### src/rtl/x1_mbox_pkg.sv
// Shared constants for the X1 host-to-sub-CPU mailbox: host register map,
// CTRL bit positions and the layout of the word presented to the mr16 GPIO port.
package x1_mbox_pkg;

  typedef enum logic {
    REG_DATA = 1'b0,
    REG_CTRL = 1'b1
  } reg_sel_e;

  localparam int CTRL_IEN      = 0;
  localparam int CTRL_FLUSH    = 1;
  localparam int CTRL_CLROVF   = 2;
  localparam int CTRL_DOORBELL = 3;

  localparam int PD_VALID  = 15;
  localparam int PD_OVF    = 14;
  localparam int PD_CNT_HI = 13;
  localparam int PD_CNT_LO = 8;

  // Host status only has a 4-bit count field; a full 16-entry FIFO reads as 15.
  function automatic logic [3:0] sat_cnt4(input logic [5:0] cnt);
    return (cnt > 6'd15) ? 4'hF : cnt[3:0];
  endfunction

endpackage

### src/rtl/x1_mbox_fifo.sv
// Synchronous byte FIFO with combinational head read. Caller only asserts
// push/pop when they are legal (push when not full or popping, pop when not empty).
module x1_mbox_fifo #(
  parameter int DEPTH_LOG2 = 4
) (
  input  logic                  I_CLK,
  input  logic                  I_RESET,
  input  logic                  push,
  input  logic                  pop,
  input  logic                  flush,
  input  logic [7:0]            wdata,
  output logic [7:0]            head,
  output logic [DEPTH_LOG2:0]   count,
  output logic                  empty,
  output logic                  full
);

  logic [7:0]            mem [2**DEPTH_LOG2];
  logic [DEPTH_LOG2-1:0] rptr;
  logic [DEPTH_LOG2-1:0] wptr;

  // NOTE: the storage array has no reset; the pointers and count alone define
  // which entries are valid, so stale data is never observable.
  always_ff @(posedge I_CLK) begin
    if (push && !flush) mem[wptr] <= wdata;
  end

  // NOTE: all sequential state uses non-blocking assignments so every register
  // samples the pre-edge values regardless of statement order.
  always_ff @(posedge I_CLK) begin
    if (I_RESET || flush) begin
      rptr  <= '0;
      wptr  <= '0;
      count <= '0;
    end else begin
      if (push) wptr <= wptr + 1'b1;
      if (pop)  rptr <= rptr + 1'b1;
      case ({push, pop})
        2'b10:   count <= count + 1'b1;
        2'b01:   count <= count - 1'b1;
        default: count <= count;
      endcase
    end
  end

  assign head  = mem[rptr];
  assign empty = (count == '0);
  assign full  = count[DEPTH_LOG2];

endmodule

### src/rtl/x1_mbox_host2sub.sv
// Host-to-sub-CPU mailbox: host pushes bytes, mr16 reads head+status on a GPIO
// port and pops on the IN-ack rising edge; one level interrupt with ACK clear.
module x1_mbox_host2sub
  import x1_mbox_pkg::*;
#(
  parameter int DEPTH_LOG2 = 4
) (
  input  logic        I_CLK,
  input  logic        I_RESET,
  input  logic        I_HOST_WE,
  input  logic        I_HOST_A,
  input  logic [7:0]  I_HOST_D,
  output logic [7:0]  O_HOST_D,
  output logic [15:0] O_PDATA,
  input  logic        I_POP,
  output logic        O_INT,
  input  logic        I_ACK
);

  logic                pop_q;
  logic                ien;
  logic                ovf;
  logic                irq_pend;

  logic [7:0]          fifo_head;
  logic [DEPTH_LOG2:0] fifo_count;
  logic                fifo_empty;
  logic                fifo_full;

  logic                data_we;
  logic                ctrl_we;
  logic                flush;
  logic                pop_edge;
  logic                pop_acc;
  logic                push_acc;
  logic                ovf_set;
  logic                irq_set;
  logic [5:0]          cnt6;

  assign data_we  = I_HOST_WE && (reg_sel_e'(I_HOST_A) == REG_DATA);
  assign ctrl_we  = I_HOST_WE && (reg_sel_e'(I_HOST_A) == REG_CTRL);
  assign flush    = ctrl_we && I_HOST_D[CTRL_FLUSH];

  // A pop frees the slot the push writes into, so a full FIFO still accepts.
  assign pop_edge = I_POP && !pop_q;
  assign pop_acc  = pop_edge && !fifo_empty && !flush;
  assign push_acc = data_we && (!fifo_full || pop_acc);
  assign ovf_set  = data_we && fifo_full && !pop_acc;
  assign irq_set  = (push_acc && fifo_empty && ien) ||
                    (ctrl_we && I_HOST_D[CTRL_DOORBELL] && I_HOST_D[CTRL_IEN]);

  x1_mbox_fifo #(.DEPTH_LOG2(DEPTH_LOG2)) u_fifo (
    .I_CLK   (I_CLK),
    .I_RESET (I_RESET),
    .push    (push_acc),
    .pop     (pop_acc),
    .flush   (flush),
    .wdata   (I_HOST_D),
    .head    (fifo_head),
    .count   (fifo_count),
    .empty   (fifo_empty),
    .full    (fifo_full)
  );

  always_ff @(posedge I_CLK) begin
    if (I_RESET) begin
      pop_q    <= 1'b0;
      ien      <= 1'b0;
      ovf      <= 1'b0;
      irq_pend <= 1'b0;
    end else begin
      pop_q <= I_POP;
      if (ctrl_we) ien <= I_HOST_D[CTRL_IEN];
      if (ovf_set) ovf <= 1'b1;
      else if (ctrl_we && I_HOST_D[CTRL_CLROVF]) ovf <= 1'b0;
      if (irq_set)    irq_pend <= 1'b1;
      else if (I_ACK) irq_pend <= 1'b0;
    end
  end

  assign cnt6 = 6'(fifo_count);

  always_comb begin
    O_PDATA                      = '0;
    O_PDATA[PD_VALID]            = !fifo_empty;
    O_PDATA[PD_OVF]              = ovf;
    O_PDATA[PD_CNT_HI:PD_CNT_LO] = cnt6;
    O_PDATA[7:0]                 = fifo_empty ? 8'h00 : fifo_head;
  end

  assign O_INT    = irq_pend;
  assign O_HOST_D = (reg_sel_e'(I_HOST_A) == REG_DATA)
                  ? {!fifo_empty, ovf, fifo_full, ien, sat_cnt4(cnt6)}
                  : {7'b0, irq_pend};

endmodule

### config.mk
export PLATFORM = sky130hd
export DESIGN_NAME = x1_mbox_host2sub
export DESIGN_NICKNAME = d
export VERILOG_FILES = /design/src/rtl/x1_mbox_pkg.sv /design/src/rtl/x1_mbox_fifo.sv /design/src/rtl/x1_mbox_host2sub.sv
export SDC_FILE = /design/constraint.sdc
export NUM_CORES = 1
export LEC_CHECK = 0
export CAP_MARGIN = 20
export CORE_MARGIN = 4
export CORE_UTILIZATION = 38
export DETAILED_ROUTE_END_ITERATION = 6
export PLACE_DENSITY = 0.55
export RECOVER_POWER = 50
export SYNTH_ARGS = -nofsm -noshare
export SYNTH_HDL_FRONTEND = slang
export SYNTH_HIERARCHICAL = 1
export SYNTH_SLANG_ARGS = --single-unit
### constraint.sdc
create_clock -name I_CLK -period 8.2 [get_ports I_CLK]
set_clock_uncertainty 0.1 [all_clocks]
set_input_delay 1.64 -clock I_CLK [delete_from_list [all_inputs] [get_ports I_CLK]]
set_output_delay 1.64 -clock I_CLK [all_outputs]
set_load 0.01 [all_outputs]
==> results of run 1 <==
==> report_power, final <==
part / switching [W] / internal [W]
Sequential: 0.0000213 / 0.000840
Combinational: 0.000175 / 0.000174
Clock: 0.000294 / 0.000535
==> critical path, delay by kind of cell <==
family,cells,cell delay [ns]
simple gates,1,0.09
compound gates,1,0.08
buf+inv,2,1.34
==> metal layers <==
layer,track usage,vias up,wire length (um)
met1,0.191,1706,5890
met5,0,-,0
li1,-,1503,-
met4,0.0470,0,157
met3,0.0411,12,467
met2,0.240,76,6320
==> synth_stat cells (all sizes together), types with 5 or more instances <==
| library cell | count | area [um^2] |
|---|---|---|
| nand4 | 5 | 31.3 |
| mux4 | 32 | 781 |
| dfxtp | 21 | 420 |
| and2 | 17 | 106 |
| inv | 6 | 22.5 |
| a21oi | 5 | 25.0 |
| ha | 9 | 113 |
| nor2b | 13 | 81.3 |
| nand2 | 15 | 56.3 |
| a22oi | 16 | 120 |
| xor2 | 6 | 52.6 |
| nor2 | 26 | 97.6 |
| edfxtp | 128 | 3840 |
| buf | 12 | 96.3 |
==> final timing paths <==
path,startpoint,slack (ns),cells after the start,to
worst max-delay path,I_HOST_A,3.30,4,O_HOST_D[0]
worst min-delay path,ien,0.37,2,ien
worst max register to register,u_fifo/count[0],4.18,12,u_fifo/count[4]
worst min register to register,ien,0.37,2,ien
==> metrics by stage <==
| step | setup slack (ns) | area (um^2) | hold WS (ns) | power (W) |
|---|---|---|---|---|
| after floorplan | 4.18 | 6220 | 0.326 | 0.00110 |
| after global placement | 3.33 | 6730 | 0.341 | 0.00123 |
| after detailed placement | 3.27 | 6730 | 0.372 | 0.00123 |
| after CTS | 3.28 | 7370 | 0.380 | 0.00207 |
| after global routing | 3.17 | 7370 | 0.431 | 0.00212 |
| final | 3.30 | 7370 | 0.375 | 0.00204 |
==> state kept, by name, summed over array words and instances, names as in the netlist, named ones only <==
name,flops
u_fifo/mem,128
u_fifo/count,5
u_fifo/rptr,4
u_fifo/wptr,4
O_INT,1
ien,1
ovf,1
pop_q,1
==> cells by family (layout without fill, tap and decap cells) <==
logic type / after synthesis / in the layout / synth area share
xor+xnor: 9 / 9 / 0.0127
buf+inv: 25 / 77 / 0.0268
compound gates: 32 / 32 / 0.0364
simple gates: 102 / 102 / 0.0892
fa+ha+maj: 9 / 9 / 0.0181
flops: 149 / 149 / 0.686
other cells: 1 / 1 / 0.000603
mux: 35 / 35 / 0.130
==> layout make-up <==
cell class | instances | area [um^2] | area share
multi-input combinational | 188 | 1790 | 0.242
clock inverter | 15 | 211 | 0.0287
clock buffer | 17 | 425 | 0.0578
sequential | 149 | 4270 | 0.579
tap | 216 | 270 | 0.0367
timing repair buffer | 39 | 385 | 0.0523
inverter | 6 | 22.5 | 0.00306
==> results.py, run 1 <==
metrics = {
    "timing": {
        "fmax_ghz": 0.204,
        "report.final.slew_viol_count": 0,
        "min_period_ns": 4.90,
        "slew_headroom": 0.318,
        "fin_crit_sh": 0.597,
        "worst_pin_slew_ns": 1.02,
        "finalSetupViolCount": 0,
        "setup_tns_ns": 0,
        "finalHoldViolCount": 0,
        "rsz0062_at_grt": "no",
    },
    "clock_tree": {
        "clock_latency_ns": 0.42,
        "cts_num_sinks": 149,
        "cts_buffers": 17,
        "holdBufCountCts": 0,
        "clk_pin_slew_worst_paths_ns": 0.06,
        "cts_tree": "done",
        "post_cts.repair.setup_buffers": 0,
        "ctsRootBufferMaster": "clkbuf_16",
        "htree_num_levels": 4,
        "cts_max_path_buffers": 2,
        "cts-resized-gates": 0,
    },
    "routing": {
        "drc": 0,
        "vias_per_cell": 5.23,
        "antenna_left": 0,
        "wire_per_inst_um": 20.4,
        "routed_wl_um": 12800,
        "drtPass1Iterations": 4,
        "num_vias": 3297,
        "drt-initial-drc-count": 179,
    },
    "finish": {
        "n_fill_cell": 1415,
        "layout-drive-gt1-share": 0.121,
        "stdcell_count": 630,
        "mostFrequentLayoutCell": "edfxtp_1",
        "final_cell_mix": "edfxtp_1, nor2_1, clkdlybuf4s50_1, dfxtp_1",
        "area_growth_pct": 18.5,
        "final_nets": 424,
        "antenna_cells": 0,
        "fin_util": 0.462,
    },
    "floorplan": {
        "pin_count": 39,
        "start_util": 0.390,
        "core_area_um2": 15900,
        "dieArea_um2": 18500,
        "die_w_um": 136,
        "row_count": 46,
        "die_h_um": 136,
    },
    "global_route": {
        "grt_pass1_vias": 3418,
        "grt_pass1_wl_um": 19800,
        "antenna_found_initial": 0,
        "grt_usage": 0.147,
        "overflow": 0,
        "grt_max_degree": 33,
    },
    "worst_setup_path": {
        "cp-end-kind": "output pin",
        "cp_slowest_cell": "clkdlybuf4s50_1",
        "worstPathRequired_ns": 6.46,
        "timing.critical_path.mode_cell": "clkdlybuf4s50_1",
        "critical_path_class": "input port to output pin",
        "crit_path_max_fanout": 16,
        "crit_arrival_ns": 3.16,
        "max_stage_delay_ns": 0.77,
        "crit_chain": "clkdlybuf4s50_1 -> nand2_1 -> o21ai_0 -> clkdlybuf4s50_1",
        "cp-start-kind": "input port",
    },
    "logic_synthesis": {
        "synth-seq-cells": 149,
        "synthFlopType": "edfxtp_1",
        "synth_area_per_cell_um2": 17.2,
        "syn_inst": 362,
        "async_flop_share": 0,
        "synth.cell_area_um2": 6220,
        "yosys_warnings": 6,
        "ys_types": 46,
        "synth_fp_nets": 385,
        "synth_edf_count": 128,
        "seq_area_frac_synth": 0.686,
    },
    "pwr": {
        "ir_drop_uv": 148,
        "power_leakage_nw": 2.44,
        "p_per_area_nw_per_um2": 277,
    },
    "place": {
        "post-dp-hpwl_um": 7940,
        "place_congestion": 0.773,
        "place_inst": 598,
        "numPortBuffers": 37,
    },
    "status": {
        "status": "finished, final reports clean",
    },
    "hold_path": {
        "hp-class": "flop to flop",
    },
    "job": {
        "maxCapViolCount": 0,
    },
}
No activity file was read; power rests on OpenSTA's default activity.
==> inputs of run 2 (changes only) <==
==> constraint.sdc (replaced) <==
create_clock -name I_CLK -period 4.94 [get_ports I_CLK]
set_clock_uncertainty 0.1 [all_clocks]
set_input_delay 0.988 -clock I_CLK [delete_from_list [all_inputs] [get_ports I_CLK]]
set_output_delay 0.988 -clock I_CLK [all_outputs]
set_load 0.01 [all_outputs]
==> run 2 against run 1 <==
  * Non-clock buffer count is 5 higher
  * Global-route usage increased by 0.45 points
  * Clock-buffer cell count unchanged
  * Critical path type is now flop to output pin
==> results.py, run 2 (synthesis results as in run 1) <==
metrics = {
    "clock_tree": {
        "ctsRootBufferMaster": "clkbuf_16",
        "cts_tree": "done",
        "cts_num_sinks": 149,
        "cts_buffers": 17,
        "clk_pin_slew_worst_paths_ns": 0.06,
        "post_cts.repair.setup_buffers": 0,
        "holdBufCountCts": 0,
        "htree_num_levels": 4,
        "cts-resized-gates": 0,
        "cts_max_path_buffers": 2,
        "clock_latency_ns": 0.41,
    },
    "timing": {
        "fmax_ghz": 0.243,
        "min_period_ns": 4.11,
        "slew_headroom": 0.485,
        "report.final.slew_viol_count": 0,
        "setup_tns_ns": 0,
        "fin_ws_ns": 0.826,
        "finalSetupViolCount": 0,
        "rsz0062_at_grt": "no",
        "worst_pin_slew_ns": 0.771,
        "finalHoldViolCount": 0,
        "fin_crit_sh": 0.833,
    },
    "routing": {
        "num_vias": 3296,
        "wire_per_inst_um": 20.2,
        "drtPass1Iterations": 4,
        "drc": 0,
        "vias_per_cell": 5.19,
        "drt-initial-drc-count": 194,
        "routed_wl_um": 12800,
        "antenna_left": 0,
    },
    "finish": {
        "final_cell_mix": "edfxtp_1, nor2_1, clkdlybuf4s50_1, dfxtp_1",
        "stdcell_count": 635,
        "top_register": "u_fifo/mem",
        "layout-drive-gt1-share": 0.134,
        "reg.largest.list": "u_fifo/mem x128, u_fifo/count x5",
        "largest_reg_flops": 128,
        "mostFrequentLayoutCell": "edfxtp_1",
        "area_growth_pct": 18.9,
        "final_nets": 429,
        "antenna_cells": 0,
    },
    "global_route": {
        "grt_usage": 0.152,
        "grt_max_degree": 19,
        "gr-usage-met2": 0.238,
        "grt_pass1_vias": 3477,
        "antenna_found_initial": 0,
        "grt_pass1_wl_um": 20400,
        "use_met3": 0.0433,
        "top_usage_layer": "met2",
        "overflow": 0,
        "gr-usage-met1": 0.205,
    },
    "floorplan": {
        "die_h_um": 136,
        "pin_count": 39,
        "start_util": 0.390,
        "row_count": 46,
        "dieArea_um2": 18500,
        "core_area_um2": 15900,
        "die_w_um": 136,
    },
    "worst_setup_path": {
        "worst-path-buf-inv": 2,
        "cp_slowest_cell": "dfxtp_2",
        "crit_chain": "buf_4 -> mux4_1 -> a22oi_1 -> nand2_1 -> nor2b_1 -> clkdlybuf4s50_1",
        "cpLargestDelayFamily": "buffers and inverters",
        "rr_worst_depth": 12,
        "crit_path_end": "O_PDATA[2]",
        "worstPathRequired_ns": 3.85,
        "cp-start-kind": "flop",
        "crit_arrival_ns": 3.03,
        "rr_endpoint": "u_fifo/count[4]",
        "r2r_slack_ns": 1.36,
        "crit_cells": 6,
        "max_stage_delay_ns": 0.68,
        "r2r-start": "u_fifo/count[4]",
        "crit_path_max_fanout": 16,
        "cp-end-kind": "output pin",
        "critical_path_class": "flop to output pin",
    },
    "job": {
        "maxCapViolCount": 0,
    },
    "status": {
        "status": "finished, final reports clean",
    },
    "place": {
        "place_congestion": 0.789,
        "numPortBuffers": 37,
        "place_inst": 603,
        "post-dp-hpwl_um": 8350,
        "post-place-ws_ns": 0.786,
    },
    "pwr": {
        "power_leakage_nw": 2.46,
        "p_int_w": 0.00255,
        "switching_share": 0.244,
        "p_per_area_nw_per_um2": 456,
        "ir_drop_uv": 276,
        "p_clk_frac": 0.399,
        "seq_power_share": 0.431,
        "p_switching_w": 0.000822,
        "pwr-share-comb": 0.171,
    },
    "hold_path": {
        "whs_path_depth": 2,
        "hp-class": "flop to flop",
    },
}
## run 2: cell types whose count changed in the layout (fill, tap and decap cells not counted), sizes merged
cell,before,now
buf,2,6
clkbuf,17,18
inv,6,8
clkinvlp,4,3
bufinv,5,4
## run 2: worst reg2reg max path: cells and delay by family (launching register included)
kind	cells	cell delay [ns]
AO/OA/AOI/OAI	3	0.78
AND/OR/NAND/NOR	5	1.17
adder cells (fa/ha/maj)	2	0.53
flip-flops	1	0.61
XOR/XNOR	1	0.18
buffers and inverters	1	0.16
## run 2: metrics by stage
stage | area (um^2) | hold slack (ns) | power [W] | utilization
final | 7390 | 0.361 | 0.00337 | 0.464
after CTS | 7400 | 0.366 | 0.00342 | 0.464
after floorplan | 6220 | 0.326 | 0.00182 | -
after global routing | 7390 | 0.397 | 0.00352 | 0.464
after global placement | 6770 | 0.340 | 0.00206 | 0.425
after detailed placement | 6770 | 0.358 | 0.00207 | 0.425
## run 2: area by class of cell
type,count,area [um^2]
clock inverter,15,204
fill,1390,8550
tap,216,270
multi-input combinational,188,1790
clock buffer,17,425
timing repair buffer,44,419
inverter,6,22.5
sequential,149,4270
## run 2: power groups by stage
stage               clock network, W  logic [W]  registers [W]
floorplan                          0   0.000373        0.00145
global placement                   0   0.000582        0.00148
detailed placement                 0   0.000587        0.00148
CTS                          0.00138   0.000591        0.00145
global route                 0.00143   0.000633        0.00146
finish                       0.00134   0.000574        0.00145
## run 2: layer usage
layer | routed length, um | up-vias
met5 | 0 | -
met4 | 136 | 0
met3 | 855 | 12
met2 | 6150 | 93
met1 | 5660 | 1671
li1 | - | 1520
## run 2: worst min-delay path by stage
| stage | to | slack (ns) | from |
|---|---|---|---|
| final | ien | 0.36 | ien |
| after floorplan | ien | 0.33 | ien |
| after CTS | ien | 0.37 | ien |
| after detailed placement | ien | 0.36 | ien |
| after global placement | ien | 0.34 | ien |
| after global routing | ien | 0.40 | ien |
